**src/rtl/blink_sequencer.sv**
```systemverilog
// blink_sequencer: LED pattern sequencer with prescaler and valid/ready commands; `define BLINK_SEQ_LFSR_EN turns mode 3 into an LFSR
module blink_sequencer #(
    parameter int BASE_DIV = 24999999,
    parameter int PRE_W    = 25
) (
    input  logic       clk,
    input  logic       rst_n,
    input  logic       ena,
    input  logic       cmd_valid,
    output logic       cmd_ready,
    input  logic [1:0] cmd_mode,
    input  logic [3:0] cmd_rate,
    input  logic       pause,
    output logic [7:0] led_out,
    output logic       tick_out,
    output logic [1:0] state_out
);
    typedef enum logic [1:0] {IDLE = 2'd0, LOAD = 2'd1, RUN = 2'd2, PAUSED = 2'd3} state_t;
    localparam logic [PRE_W-1:0] PRE_MAX = PRE_W'(BASE_DIV);
    state_t           state_q, state_d;
    logic [PRE_W-1:0] pre_q, pre_d;
    logic [3:0]       rcnt_q, rcnt_d, rate_q, rate_d;
    logic [1:0]       mode_q, mode_d;
    logic             dir_q, dir_d, tick_q, tick_d;
    logic [7:0]       led_q, led_d, bounce_v, alt_v, alt_init, init_v, step_v;
    logic             accept, bounce_dir;
`ifdef BLINK_SEQ_LFSR_EN
    assign alt_v    = {led_q[6:0], led_q[7] ^ led_q[5] ^ led_q[4] ^ led_q[3]};
    assign alt_init = 8'h01;
`else
    assign alt_v    = ~led_q;
    assign alt_init = 8'h00;
`endif
    assign bounce_v   = dir_q ? (led_q == 8'h01 ? 8'h02 : led_q >> 1) : (led_q == 8'h80 ? 8'h40 : led_q << 1);
    assign bounce_dir = dir_q ? (led_q != 8'h01) : (led_q == 8'h80);
    assign init_v     = mode_q == 2'd0 ? 8'h00 : mode_q == 2'd1 ? 8'hFF : mode_q == 2'd2 ? 8'h01 : alt_init;
    assign step_v     = mode_q == 2'd0 ? led_q + 8'd1 : mode_q == 2'd1 ? led_q - 8'd1 : mode_q == 2'd2 ? bounce_v : alt_v;
    assign cmd_ready  = state_q != LOAD;
    assign accept     = cmd_valid & cmd_ready & ena;
    assign led_out    = led_q;
    assign tick_out   = tick_q;
    assign state_out  = state_q;

    // next state: command accept beats stepping and pause; ena low freezes everything
    always_comb begin
        state_d = state_q;
        pre_d   = pre_q;
        rcnt_d  = rcnt_q;
        mode_d  = mode_q;
        rate_d  = rate_q;
        dir_d   = dir_q;
        led_d   = led_q;
        tick_d  = 1'b0;
        if (ena) begin
            if (accept) begin
                state_d = LOAD;
                mode_d  = cmd_mode;
                rate_d  = cmd_rate;
            end else begin
                case (state_q)
                    LOAD: begin
                        pre_d   = '0;
                        rcnt_d  = '0;
                        dir_d   = 1'b0;
                        led_d   = init_v;
                        state_d = pause ? PAUSED : RUN;
                    end
                    RUN: begin
                        if (pause) begin
                            state_d = PAUSED;
                        end else if (pre_q == PRE_MAX) begin
                            pre_d = '0;
                            if (rcnt_q == rate_q) begin
                                rcnt_d = '0;
                                led_d  = step_v;
                                dir_d  = mode_q == 2'd2 ? bounce_dir : dir_q;
                                tick_d = 1'b1;
                            end else begin
                                rcnt_d = rcnt_q + 4'd1;
                            end
                        end else begin
                            pre_d = pre_q + 1'b1;
                        end
                    end
                    PAUSED: state_d = pause ? PAUSED : RUN;
                    default: state_d = state_q;
                endcase
            end
        end
    end

    // state registers with synchronous active-low reset
    always_ff @(posedge clk) begin
        if (!rst_n) begin
            state_q <= IDLE;
            pre_q   <= '0;
            rcnt_q  <= '0;
            mode_q  <= '0;
            rate_q  <= '0;
            dir_q   <= 1'b0;
            led_q   <= '0;
            tick_q  <= 1'b0;
        end else begin
            state_q <= state_d;
            pre_q   <= pre_d;
            rcnt_q  <= rcnt_d;
            mode_q  <= mode_d;
            rate_q  <= rate_d;
            dir_q   <= dir_d;
            led_q   <= led_d;
            tick_q  <= tick_d;
        end
    end
endmodule

```
**config.mk**
```make
export PLATFORM = sky130hd
export DESIGN_NAME = blink_sequencer
export DESIGN_NICKNAME = d
export VERILOG_FILES = /design/src/rtl/blink_sequencer.sv
export SDC_FILE = /design/constraint.sdc
export NUM_CORES = 1
export LEC_CHECK = 0
export CORE_UTILIZATION = 52
export CTS_BUF_LIST = sky130_fd_sc_hd__clkbuf_4 sky130_fd_sc_hd__clkbuf_8
export DETAILED_ROUTE_END_ITERATION = 8
export PLACE_DENSITY_LB_ADDON = 0.05
export REMOVE_ABC_BUFFERS = 1
export SYNTH_ARGS = -nofsm -noshare
export SYNTH_HDL_FRONTEND = slang
export SYNTH_SLANG_ARGS = --single-unit
```
**constraint.sdc**
```tcl
create_clock -name clk -period 2.55 [get_ports clk]
set_input_delay 0.6375 -clock clk [delete_from_list [all_inputs] [get_ports clk]]
set_output_delay 0.6375 -clock clk [all_outputs]
set_load 0.02 [all_outputs]
```
==> out/metrics.cfg <==
[run_status]
status=finished, final reports clean

[final_layout]
final_nets=403
fin_util_pct=62.26
num_antenna_cells=0
area_growth_syn_to_layout_pct=14.79
stdcell_count=453
fillCellCount=482
layout-drive-gt1-share_pct=12.07

[setup_path]
critPathArrivalTime_ns=1.68
crit_slowest_cell=clkdlybuf4s50_1
worstPathMaxFanout=6
start_kind=register
cp_num_buf_inv=3
cp.required_ns=1.91
path_delay_family=buffers and inverters
crit_top_cell=inv_1
critPathMaxStageDelay_ns=0.59
crit_chain=inv_1 > ha_1 > inv_1 > clkdlybuf4s50_1
cp-end-kind=output pin
critPathKind=reg -> out

[synthesis]
synth_area_leaders=dfxtp_1 32%, xor2_1 5.3%, ha_1 5.0%
synth_cells=355
synth_ff_type=dfxtp_1
synth.distinct_cells=66
synth_top_area_cell=dfxtp_1
syn-cell-area_um2=2987
synth_edf_count=0
ys_ff_latch=47
ys_warn_count=0
synth-async-reset-ratio_pct=0
synth_top_area_share_pct=31.50
seq_area_frac_synth_pct=31.50
syn_area_per_cell_um2=8.413

[power]
peakVddDrop_uv=358.9
powerDensity_nw_per_um2=470.0
p_leak_nw=1.235

[timing]
setup_tns_ns=0
fin_skew_ns=0.007712
min_period_ns=2.317
maxSlewViolCount=0
period_share_pct=90.88
tightest_slew_ns=0.5191
finalHoldViolCount=0
fmax_mhz=431.5
finalSetupViolations=0
rsz0062_at_grt=false
slew_headroom_pct=65.35
hold_slack_ns=0.4740

[placement]
dp_hpwl_mm=4.993
gp_congestion=0.9286
dp_cells=445
numPortBuffers=22

[floorplanning]
io_pins=23
die_area_um2=6051
core.rowCount=27
start_util_pct=54.24
fp.dieH_um=77.79
coreArea_um2=5507
die_w_um=77.79

[drt]
routedWlPerCell_um=15.51
vias_per_cell=6.033
num_vias=2733
routed_wl_mm=7.026
drc=0
drt-pass1-iter-count=5
drt_iter0_markers=199
detail-route-antenna-nets=0

[global_routing]
grt_overflow=0
track_usage_pct=24.07
antenna_found_initial=0
grt_max_degree=26
first_global_vias=2429
grt_pass1_wl_mm=11.67

[job]
cap_viol_max_count=0

[min_path]
min_path_type=reg -> reg

[clock_network]
path_clk_slew_ns=0.09
clockRootBuffer=clkbuf_8
htree_levels=2
cts_buffers=5
numClockSinks=47
clk_latency_ns=0.31
post-cts-setup-buffers=0
cts_resized=0
cts_hold_buf=0
ctsLongestPathBuffers=2
cts_tree=done

## worst register-to-register path, delay by kind of cell, from the launching register on
family | cells | cell delay (ns)
simple gates | 3 | 0.92
compound gates | 2 | 0.41
buf+inv | 1 | 0.06
flops | 1 | 0.40
fa+ha+maj | 1 | 0.28
## path summary, 6_finish.rpt
check	from	endpoint	slack, ns	depth (start not counted)
worst min-delay path	rate_q[0]	rate_q[0]	0.47	2
worst max-delay path	state_out[1]	cmd_ready	0.23	4
worst min register to register	rate_q[0]	rate_q[0]	0.47	2
worst max register to register	state_out[0]	pre_q[24]	0.43	7
## power breakdown
part / total [mW] / internal, mW / switching (mW)
Clock: 0.475 / 0.208 / 0.267
Combinational: 0.352 / 0.157 / 0.195
Sequential: 0.785 / 0.751 / 0.0338
## flip-flops by register name, summed over array words and instances, names as in the netlist
name       flops
dir_q          1
led_out        8
mode_q         2
pre_q         25
rate_q         4
rcnt_q         4
state_out      2
tick_out       1
## Yosys cell counts, types with 3 or more instances
cell type / count
buf_2: 8
o211ai_1: 4
and2_1: 3
nand4_1: 13
a21oi_1: 25
o221a_2: 5
xor2_1: 18
nor3_1: 3
and3_1: 7
o31ai_1: 3
a31oi_1: 4
inv_1: 14
dfxtp_1: 47
o21ai_0: 15
nand3_1: 21
mux2i_1: 4
a221oi_1: 3
clkbuf_1: 10
or4_1: 5
xnor2_1: 11
ha_1: 12
and4_1: 5
o21ai_1: 3
or3_1: 7
nor2_1: 35
nand2_1: 16
## through the flow
stage / instance area [um2] / worst slack, ns / power [mW]
after detailed placement: 3336 / 0.005381 / 1.146
after global routing: 3428 / 0.1321 / 1.680
after floorplan: 2863 / 0.1393 / 1.009
after global placement: 3336 / 0.02060 / 1.144
after CTS: 3428 / 0.2048 / 1.619
final: 3428 / 0.2327 / 1.611
## layer usage
layer | vias up | GRT usage, % | wire length, um
li1 | 1360 | - | -
met1 | 1287 | 32.85 | 3322
met2 | 77 | 38.14 | 3297
met3 | 9 | 3.647 | 323
met4 | 0 | 8.868 | 82
met5 | - | 0 | 0
## final cells by class
class / count / area [um2] / area share (%)
repair buffers: 42 / 382.9 / 11.17
multi-input cells: 269 / 1866 / 54.42
clock inverters: 2 / 16.27 / 0.4745
inverters: 15 / 56.30 / 1.642
flip-flops and latches: 47 / 940.9 / 27.45
well taps: 72 / 90.09 / 2.628
clock buffers: 6 / 76.32 / 2.226
## cells by family (layout without fill, tap and decap cells)
family                   count (synthesis)  count (layout)  share of synthesized area, %
AO/OA/AOI/OAI                           89              89                         20.95
adder cells (fa/ha/maj)                 12              12                         5.027
buffers and inverters                   39              65                         6.032
XOR/XNOR                                29              29                         8.504
flip-flops                              47              47                         31.50
AND/OR/NAND/NOR                        134             134                         26.27
multiplexers                             5               5                         1.718
## placed cells by master, fill, tap and decap left out, types with 3 or more instances in the layout
cell / synthesis / final
nand3_1: 21 / 21
nand2_1: 16 / 16
a31oi_1: 4 / 4
and4_1: 5 / 5
buf_4: 2 / 19
o31ai_1: 3 / 3
nand4_1: 13 / 13
and2_1: 3 / 3
xor2_1: 18 / 18
dfxtp_1: 47 / 47
nor3_1: 3 / 3
and3_1: 7 / 7
xnor2_1: 11 / 11
a221oi_1: 3 / 3
mux2i_1: 4 / 4
o211ai_1: 4 / 4
clkbuf_8: 0 / 5
clkdlybuf4s50_1: 0 / 22
ha_1: 12 / 12
nor2_1: 35 / 35
or4_1: 5 / 5
o221a_2: 5 / 5
inv_1: 14 / 14
o21ai_1: 3 / 3
a21oi_1: 25 / 25
or3_1: 7 / 7
o21ai_0: 15 / 15
No activity file was read; power rests on OpenSTA's default activity.
